[config.mk]
export PLATFORM = sky130hd
export DESIGN_NAME = bcd_hour_counter
export DESIGN_NICKNAME = d
export VERILOG_FILES = /design/src/rtl/bcd_hour_counter.sv
export SDC_FILE = /design/constraint.sdc
export NUM_CORES = 1
export LEC_CHECK = 0
export BUFFER_PORTS_ARGS = -buffer_cell sky130_fd_sc_hd__buf_2
export CAP_MARGIN = 15
export CORE_MARGIN = 2
export CORE_UTILIZATION = 55
export DETAILED_ROUTE_END_ITERATION = 8
export PLACE_DENSITY = 0.83
export RECOVER_POWER = 50
export SLEW_MARGIN = 20
export SYNTH_ARGS = -nofsm -noshare
export SYNTH_HDL_FRONTEND = slang
export SYNTH_SLANG_ARGS = --single-unit
[constraint.sdc]
create_clock -name clk -period 3.7 [get_ports clk]
set_input_delay 0.37 -clock clk [delete_from_list [all_inputs] [get_ports clk]]
set_output_delay 0.37 -clock clk [all_outputs]
set_load 0.02 [all_outputs]
[src/rtl/bcd_hour_counter.sv]
// bcd_hour_counter: BCD hour-of-day counter with tick/dec stepping, checked load and optional alarm.
//
// Optional feature macro: HOUR_ALARM_EN adds a one-hour alarm compare.
//
// Parameter:
//   MODE24    1 = 24-hour count 00..23, 0 = 12-hour count 12,01..11 with AM/PM flag
// Ports:
//   clk       system clock, all state on rising edge
//   rst       asynchronous active-low reset
//   tick      advance one hour
//   dec       step back one hour
//   load      load load_h10/load_h1/load_pm (wins over tick/dec)
//   load_h10  BCD tens of load value
//   load_h1   BCD units of load value
//   load_pm   PM flag of load value (ignored in 24-hour mode)
//   alarm_set alarm_h10 alarm_h1 alarm_pm alarm_hit   (HOUR_ALARM_EN only)
//   hour_10   registered BCD tens
//   hour1     registered BCD units
//   pm        registered PM flag (0 in 24-hour mode)
//   day_carry one-cycle pulse on forward day rollover
//   load_err  one-cycle pulse when a load is rejected
module bcd_hour_counter #(
    parameter bit MODE24 = 1'b1
) (
    input  logic       clk,
    input  logic       rst,
    input  logic       tick,
    input  logic       dec,
    input  logic       load,
    input  logic [3:0] load_h10,
    input  logic [3:0] load_h1,
    input  logic       load_pm,
`ifdef HOUR_ALARM_EN
    input  logic       alarm_set,
    input  logic [3:0] alarm_h10,
    input  logic [3:0] alarm_h1,
    input  logic       alarm_pm,
    output logic       alarm_hit,
`endif
    output logic [3:0] hour_10,
    output logic [3:0] hour1,
    output logic       pm,
    output logic       day_carry,
    output logic       load_err
);
    localparam logic [3:0] RST_H10 = MODE24 ? 4'd0 : 4'd1;
    localparam logic [3:0] RST_H1  = MODE24 ? 4'd0 : 4'd2;

    logic [3:0] h10_q, h10_d, h1_q, h1_d;
    logic       pm_q, pm_d, dc_q, dc_d, le_q, le_d;
    logic [3:0] f10, f1, b10, b1;
    logic       fpm, bpm, fc, ld_ok;

    // Legal-range check shared by load and alarm_set.
    function automatic logic valid_hour(input logic [3:0] t, input logic [3:0] u);
        return (u <= 4'd9) && (MODE24 ? (t < 4'd2 || (t == 4'd2 && u <= 4'd3))
                                      : ((t == 4'd0 && u != 4'd0) || (t == 4'd1 && u <= 4'd2)));
    endfunction

    assign ld_ok = valid_hour(load_h10, load_h1);

    // Forward and backward successors, computed digit-wise in BCD.
    always_comb begin
        f10 = h10_q;
        f1  = h1_q + 4'd1;
        fpm = pm_q;
        fc  = 1'b0;
        b10 = h10_q;
        b1  = h1_q - 4'd1;
        bpm = pm_q;
        if (MODE24) begin
            if (h10_q == 4'd2 && h1_q == 4'd3) begin
                f10 = 4'd0;
                f1  = 4'd0;
                fc  = 1'b1;
            end else if (h1_q == 4'd9) begin
                f10 = h10_q + 4'd1;
                f1  = 4'd0;
            end
            if (h10_q == 4'd0 && h1_q == 4'd0) begin
                b10 = 4'd2;
                b1  = 4'd3;
            end else if (h1_q == 4'd0) begin
                b10 = h10_q - 4'd1;
                b1  = 4'd9;
            end
        end else begin
            if (h10_q == 4'd1 && h1_q == 4'd2) begin
                f10 = 4'd0;
                f1  = 4'd1;
            end else if (h10_q == 4'd1 && h1_q == 4'd1) begin
                f1  = 4'd2;
                fpm = ~pm_q;
                fc  = pm_q;
            end else if (h1_q == 4'd9) begin
                f10 = 4'd1;
                f1  = 4'd0;
            end
            if (h10_q == 4'd0 && h1_q == 4'd1) begin
                b10 = 4'd1;
                b1  = 4'd2;
            end else if (h10_q == 4'd1 && h1_q == 4'd2) begin
                b1  = 4'd1;
                bpm = ~pm_q;
            end else if (h1_q == 4'd0) begin
                b10 = 4'd0;
                b1  = 4'd9;
            end
        end
    end

    always_comb begin
        h10_d = h10_q;
        h1_d  = h1_q;
        pm_d  = pm_q;
        dc_d  = 1'b0;
        le_d  = 1'b0;
        if (load) begin
            if (ld_ok) begin
                h10_d = load_h10;
                h1_d  = load_h1;
                pm_d  = MODE24 ? 1'b0 : load_pm;
            end else begin
                le_d = 1'b1;
            end
        end else if (tick && !dec) begin
            h10_d = f10;
            h1_d  = f1;
            pm_d  = fpm;
            dc_d  = fc;
        end else if (dec && !tick) begin
            h10_d = b10;
            h1_d  = b1;
            pm_d  = bpm;
        end
    end

    always_ff @(posedge clk or negedge rst) begin
        if (!rst) begin
            h10_q <= RST_H10;
            h1_q  <= RST_H1;
            pm_q  <= 1'b0;
            dc_q  <= 1'b0;
            le_q  <= 1'b0;
        end else begin
            h10_q <= h10_d;
            h1_q  <= h1_d;
            pm_q  <= pm_d;
            dc_q  <= dc_d;
            le_q  <= le_d;
        end
    end

    assign hour_10   = h10_q;
    assign hour1     = h1_q;
    assign pm        = pm_q;
    assign day_carry = dc_q;
    assign load_err  = le_q;

`ifdef HOUR_ALARM_EN
    logic [3:0] a10_q, a1_q;
    logic       apm_q, aen_q, ah_q, ah_d;

    // Only forward steps and accepted loads can hit; dec never does.
    assign ah_d = aen_q && ((load && ld_ok) || (!load && tick && !dec))
                  && h10_d == a10_q && h1_d == a1_q && pm_d == apm_q;

    always_ff @(posedge clk or negedge rst) begin
        if (!rst) begin
            a10_q <= RST_H10;
            a1_q  <= RST_H1;
            apm_q <= 1'b0;
            aen_q <= 1'b0;
            ah_q  <= 1'b0;
        end else begin
            ah_q <= ah_d;
            if (alarm_set && valid_hour(alarm_h10, alarm_h1)) begin
                a10_q <= alarm_h10;
                a1_q  <= alarm_h1;
                apm_q <= MODE24 ? 1'b0 : alarm_pm;
                aen_q <= 1'b1;
            end
        end
    end

    assign alarm_hit = ah_q;
`endif
endmodule

==> impl_metrics.yaml, run 1 <==
run_status:
  status: "finished clean"
placed_design:
  routabilityCongestion: 0.900
  place_area_um2: 1000
  dp.cells: 139
  hpwl_mm: 1.73
  io_buffer_count: 22
timing:
  setup_viol: 0
  maxSlewViolCount: 0
  worst_pin_slew_ns: 0.923
  relSlewSlack: 0.385
  final.setup.tns_ns: 0
  rsz0062_at_grt: "false"
  fin_crit_sh: 0.585
  fmax_ghz: 0.462
  min_period_ns: 2.16
  hold-worst-slack_ns: 0.424
  hold_violations: 0
  finClkSkew_ns: 0.000515
yosys:
  synthTopCellsByArea: "dfrtp_1 27%, ha_1 8.2%, o21ai_0 4.4%"
  netlist_instances: 106
  avgSynthCellArea_um2: 8.66
  ys_ff_latch: 10
  ys_async_sr_fraction: 1.00
  synth_flop_cell: "dfrtp_1"
  synthesis.area_um2: 918
  synth.lib_cells_used.distinct: 44
  synth_edf_count: 0
  yosys_warnings: 0
  synth_nets: 126
  ys_seq_area_frac: 0.272
  synth_top_cell_by_area: "dfrtp_1"
  synth_top_area_share: 0.272
global_route:
  grt_max_degree: 22
  grt_pass1_vias: 894
  grt_pass1_wl_mm: 3.91
  gr-total-overflow: 0
  antenna_found_initial: 0
  grt_use_total: 0.264
final_layout:
  final_area_um2: 1040
  syn_to_final_growth_pct: 13.6
  antennaDiodeCount: 0
  fin_nets: 149
  finalCoreUtilization: 0.677
  layout_common_cells: "16 x buf_2, 10 x dfrtp_1, 9 x nor2_1"
  mostFrequentLayoutCell: "buf_2"
  drive_gt1_frac: 0.234
  final_cells: 144
setup_path:
  arrival_ns: 2.35
  cp-start-kind: "primary input"
  crit_chain: "clkbuf_1, inv_1, a31oi_1, nor2_1, a21boi_0, o22ai_1"
  cp_slowest_cell: "clkbuf_1"
  cp_data_required_time_ns: 3.89
  timing.rr.start: "hour1[0]"
  crit_type: "primary input to register"
  crit_path_max_incr_delay_ns: 0.67
  critPathCaptureType: "register"
  r2r_slack_ns: 1.59
  reg2regPathDepth: 6
  path_max_fanout: 21
  r2r-end: "hour_10[0]"
clock_network:
  root_buffer: "clkbuf_4"
  cts_max_level: 1
  cts_buffers: 3
  clk_pin_slew_ns: 0.07
  insertion_delay_ns: 0.27
  cts_resized: 0
  clock_path_buffers: 2
  cts.sinks: 10
  cts_tree: "done"
route:
  firstDrtPassIters: 4
  via_per_inst: 6.52
  drtAntennaViolNets: 0
  drt_iter0_markers: 39
  vias: 939
  routed_wirelength_mm: 2.30
  drcViolationCount: 0
  wl_per_cell_um: 16.0
floorplan:
  ios: 25
  rows: 14
  die_x_um: 44.9
  dieHeight_um: 44.9
  core_area_um2: 1540
  start_util: 0.596
  dieArea_um2: 2010
worst_hold_path:
  hold_end: "hour1[0]"
  worstHoldStart: "load_h1[0]"
  hold_class: "primary input to register"
  holdPathStages: 3
pwr:
  p_leak_nw: 0.463
  p_per_area_nw_per_um2: 510
  vdd_drop_max_uv: 206
job:
  max_cap_violations: 0
## sequential cells by signal (all words and copies together) (netlist names)
name,cells
hour_10,4
hour1,4
day_carry,1
load_err,1
## repair_timing
action                                 CTS  global route
endpoints found under the hold margin   10             0
setup buffers                            0             0
hold buffers                             1             0
## worst max-delay path, delay by kind of cell
family	cells	cell delay, ns
buffers and inverters	2	0.85
AOI/OAI and AO/OA	3	0.85
and+or+nand+nor	1	0.27
## final cells by class
type                       count  area (um2)
fill                         140         498
sequential                    10         250
clock buffer                   4        36.3
tap                           16        20.0
inverter                       6        22.5
timing repair buffer          23         113
multi-input combinational     85         602
## routing by layer
layer,share of wire,wire [um],global-route usage,vias up
met5,0,0,0,-
met4,0.012,27,0.118,0
met3,0.078,180,0.0320,4
met2,0.48,1100,0.432,57
met1,0.43,988,0.349,435
li1,-,-,-,443
## report_power, final
part           switching (W)  total (W)  internal [W]
registers          0.0000558   0.000190      0.000134
clock network      0.0000411   0.000101     0.0000598
logic               0.000138   0.000241      0.000103
## per-stage QoR
step                worst slack [ns]  total power [W]
finish                          1.54         0.000533
global placement                1.69         0.000419
global route                    1.34         0.000565
CTS                             1.63         0.000531
detailed placement              1.63         0.000432
floorplan                       1.73         0.000358
## cell families after synthesis
| logic type | Yosys count | synth area share |
|---|---|---|
| compound gates | 35 | 0.270 |
| other cells | 1 | 0.00408 |
| buf+inv | 11 | 0.0722 |
| flops | 10 | 0.272 |
| fa+ha+maj | 6 | 0.0817 |
| simple gates | 40 | 0.260 |
| mux | 3 | 0.0395 |
## cell usage after synthesis (2+ instances only)
cell,number
dfrtp_1,10
nor2_1,9
o21ai_0,8
a21oi_1,7
ha_1,6
inv_1,6
nor3_1,6
o31ai_1,5
nand2_1,4
nand3_1,3
a22oi_1,2
a311oi_1,2
clkbuf_8,2
nand2b_1,2
nor2b_1,2
nor4_1,2
o22ai_1,2
o41ai_1,2
## how the worst max path moves through the flow
stage / startpoint / endpoint / cells past startpoint
after floorplan: hour_10[0] / hour_10[0] / 7
after global placement: hour1[0] / hour_10[0] / 6
after detailed placement: hour_10[0] / hour_10[0] / 7
after CTS: hour_10[0] / hour_10[0] / 7
after global routing: load / hour1[3] / 6
final: load / hour1[3] / 6
(Power assumes the default switching activity.)
==> run 2: changes to the inputs <==
- CORE_UTILIZATION: 55 -> 51
- PLACE_DENSITY: 0.83 -> 0.78
- clock period: 3.7 -> 2 ns (I/O delays scaled with it)
==> run 2 against run 1 <==
Sequential power grew 63%. Highest routed layer unchanged. Core utilization fell by 0.88 points. Critical path depth grew 1. Via count increased by 3.2%. Routed wire length down 1.4%. Critical endpoint is now hour_10[0]. First-iteration DRC count is 7.7% lower. Flip-flop and latch count unchanged. Design area increased by 9.4%. Die area rose by 7.1%. Largest power group unchanged.
==> impl_metrics.yaml, run 2 (synthesis gave the netlist of run 1 again) <==
run_status:
  status: "finished clean"
route:
  wl_per_cell_um: 14.0
  routed_wirelength_mm: 2.27
  drtAntennaViolNets: 0
  firstDrtPassIters: 4
  via_per_inst: 5.98
  drt_iter0_markers: 36
  drcViolationCount: 0
  vias: 969
floorplan:
  dieArea_um2: 2160
  die_x_um: 46.4
  rows: 15
  dieHeight_um: 46.4
  core_area_um2: 1710
  ios: 25
  start_util: 0.538
pwr:
  p_per_area_nw_per_um2: 931
  p_leak_nw: 0.514
  vdd_drop_max_uv: 659
  combPwrFrac: 0.533
  swShare: 0.422
  power.internal_w: 0.000614
  p_sw_w: 0.000448
  p_seq_frac: 0.291
  pwr-share-clk: 0.176
setup_path:
  critPathCaptureType: "register"
  cp-start-kind: "register"
  crit_chain: "inv_1, ha_1, nand4bb_1, o21ai_2, a221oi_4, or2_4, mux2_4"
  r2r-end: "hour_10[0]"
  crit_path_max_incr_delay_ns: 0.37
  path_max_fanout: 4
  reg2regPathDepth: 7
  cp_data_required_time_ns: 2.16
  worst-path-buf-inv: 1
  cp.depth: 7
  cp_slowest_cell: "dfrtp_1"
  worst_path_dominant_cell_family: "simple AND/OR/NAND/NOR gates"
  arrival_ns: 2.07
  crit_type: "register to register"
  r2r_slack_ns: 0.09
  timing.rr.start: "hour_10[0]"
final_layout:
  drive_gt1_frac: 0.321
  syn_to_final_growth_pct: 24.3
  mostFrequentLayoutCell: "buf_2"
  seqCellArea_um2: 251
  antennaDiodeCount: 0
  layout_common_cells: "19 x buf_2, 9 x nor2_1, 9 x dfrtp_1, 9 x buf_4, 8 x o21ai_0"
  fill_cells: 138
  multi_input_area_um2: 616
  fin_nets: 158
  finalCoreUtilization: 0.668
worst_hold_path:
  hold_class: "primary input to register"
  holdPathStages: 3
  hold_end: "hour1[0]"
  worstHoldStart: "load_h1[0]"
clock_network:
  insertion_delay_ns: 0.27
  cts_tree: "done"
  cts_buffers: 3
  clk_pin_slew_ns: 0.07
  cts_max_level: 1
  root_buffer: "clkbuf_4"
  cts.sinks: 10
  clock_path_buffers: 2
placed_design:
  hpwl_mm: 1.74
  routabilityCongestion: 0.805
  io_buffer_count: 22
timing:
  fin_crit_sh: 0.954
  fmax_ghz: 0.524
  setup_viol: 0
  worst_pin_slew_ns: 0.570
  maxSlewViolCount: 0
  finClkSkew_ns: 0.00218
  min_period_ns: 1.91
  rsz0062_at_grt: "true"
  hold-worst-slack_ns: 0.255
  hold_violations: 0
  relSlewSlack: 0.620
global_route:
  grt_pass1_wl_mm: 3.71
  antenna_found_initial: 0
  gr-total-overflow: 0
  grt_max_degree: 14
  grt_use_total: 0.240
  grt_pass1_vias: 868
job:
  max_cap_violations: 0
[run 2: worst min-delay path: stages]
cell and delay (ns):
buf_2 0.08, a22oi_1 0.07, a21oi_1 0.14
[run 2: worst max-delay path by stage]
stage | startpoint | to | slack [ns]
2_1_floorplan | hour_10[0] | hour_10[0] | 0.03
3_3_place_gp | hour1[0] | hour_10[0] | 0.09
3_5_place_dp | hour1[0] | hour_10[0] | 0.06
4_1_cts | hour1[0] | hour_10[0] | 0.04
5_1_grt | hour_10[0] | hour_10[3] | -0.02
6_report | hour_10[0] | hour_10[0] | 0.09
[run 2: cell type report]
| class | count | share of cell area |
|---|---|---|
| Clock buffer | 4 | 0.0318 |
| Multi-Input combinational cell | 85 | 0.539 |
| Inverter | 6 | 0.0197 |
| Timing Repair Buffer | 32 | 0.161 |
| Tap cell | 25 | 0.0274 |
| Sequential cell | 10 | 0.220 |
[run 2: power groups by stage]
| stage | Clock [W] | Combinational (W) | Sequential (W) |
|---|---|---|---|
| floorplan | 0 | 0.000281 | 0.000381 |
| CTS | 0.000189 | 0.000558 | 0.000306 |
| global placement | 0 | 0.000543 | 0.000304 |
| finish | 0.000187 | 0.000567 | 0.000309 |
| detailed placement | 0 | 0.000553 | 0.000310 |
| global route | 0.000203 | 0.000625 | 0.000316 |
[run 2: routing by layer]
layer / GRT usage / share of wire / up-vias
li1: - / - / 465
met1: 0.322 / 0.47 / 461
met2: 0.375 / 0.46 / 38
met3: 0.0314 / 0.059 / 5
met4: 0.114 / 0.015 / 0
met5: 0 / 0 / -
[run 2: what timing repair did]
item	4_1_cts	5_1_grt
setup buffers	0	0
endpoints found under the hold margin	10	0
gates resized for setup	0	3
hold buffers	1	0
setup endpoints to repair	0	4
[run 2: metrics by stage]
| stage | TNS (ns) | setup WS [ns] | std cells | area, um2 | total power (W) |
|---|---|---|---|---|---|
| final | 0 | 0.0923 | 162 | 1140 | 0.00106 |
| after global routing | -0.0312 | -0.0248 | 162 | 1140 | 0.00114 |
| after CTS | 0 | 0.0435 | 162 | 1130 | 0.00105 |
| after detailed placement | 0 | 0.0628 | 157 | 1080 | 0.000862 |
| after global placement | 0 | 0.0897 | 157 | 1080 | 0.000848 |
| after floorplan | 0 | 0.0314 | 106 | 918 | 0.000662 |
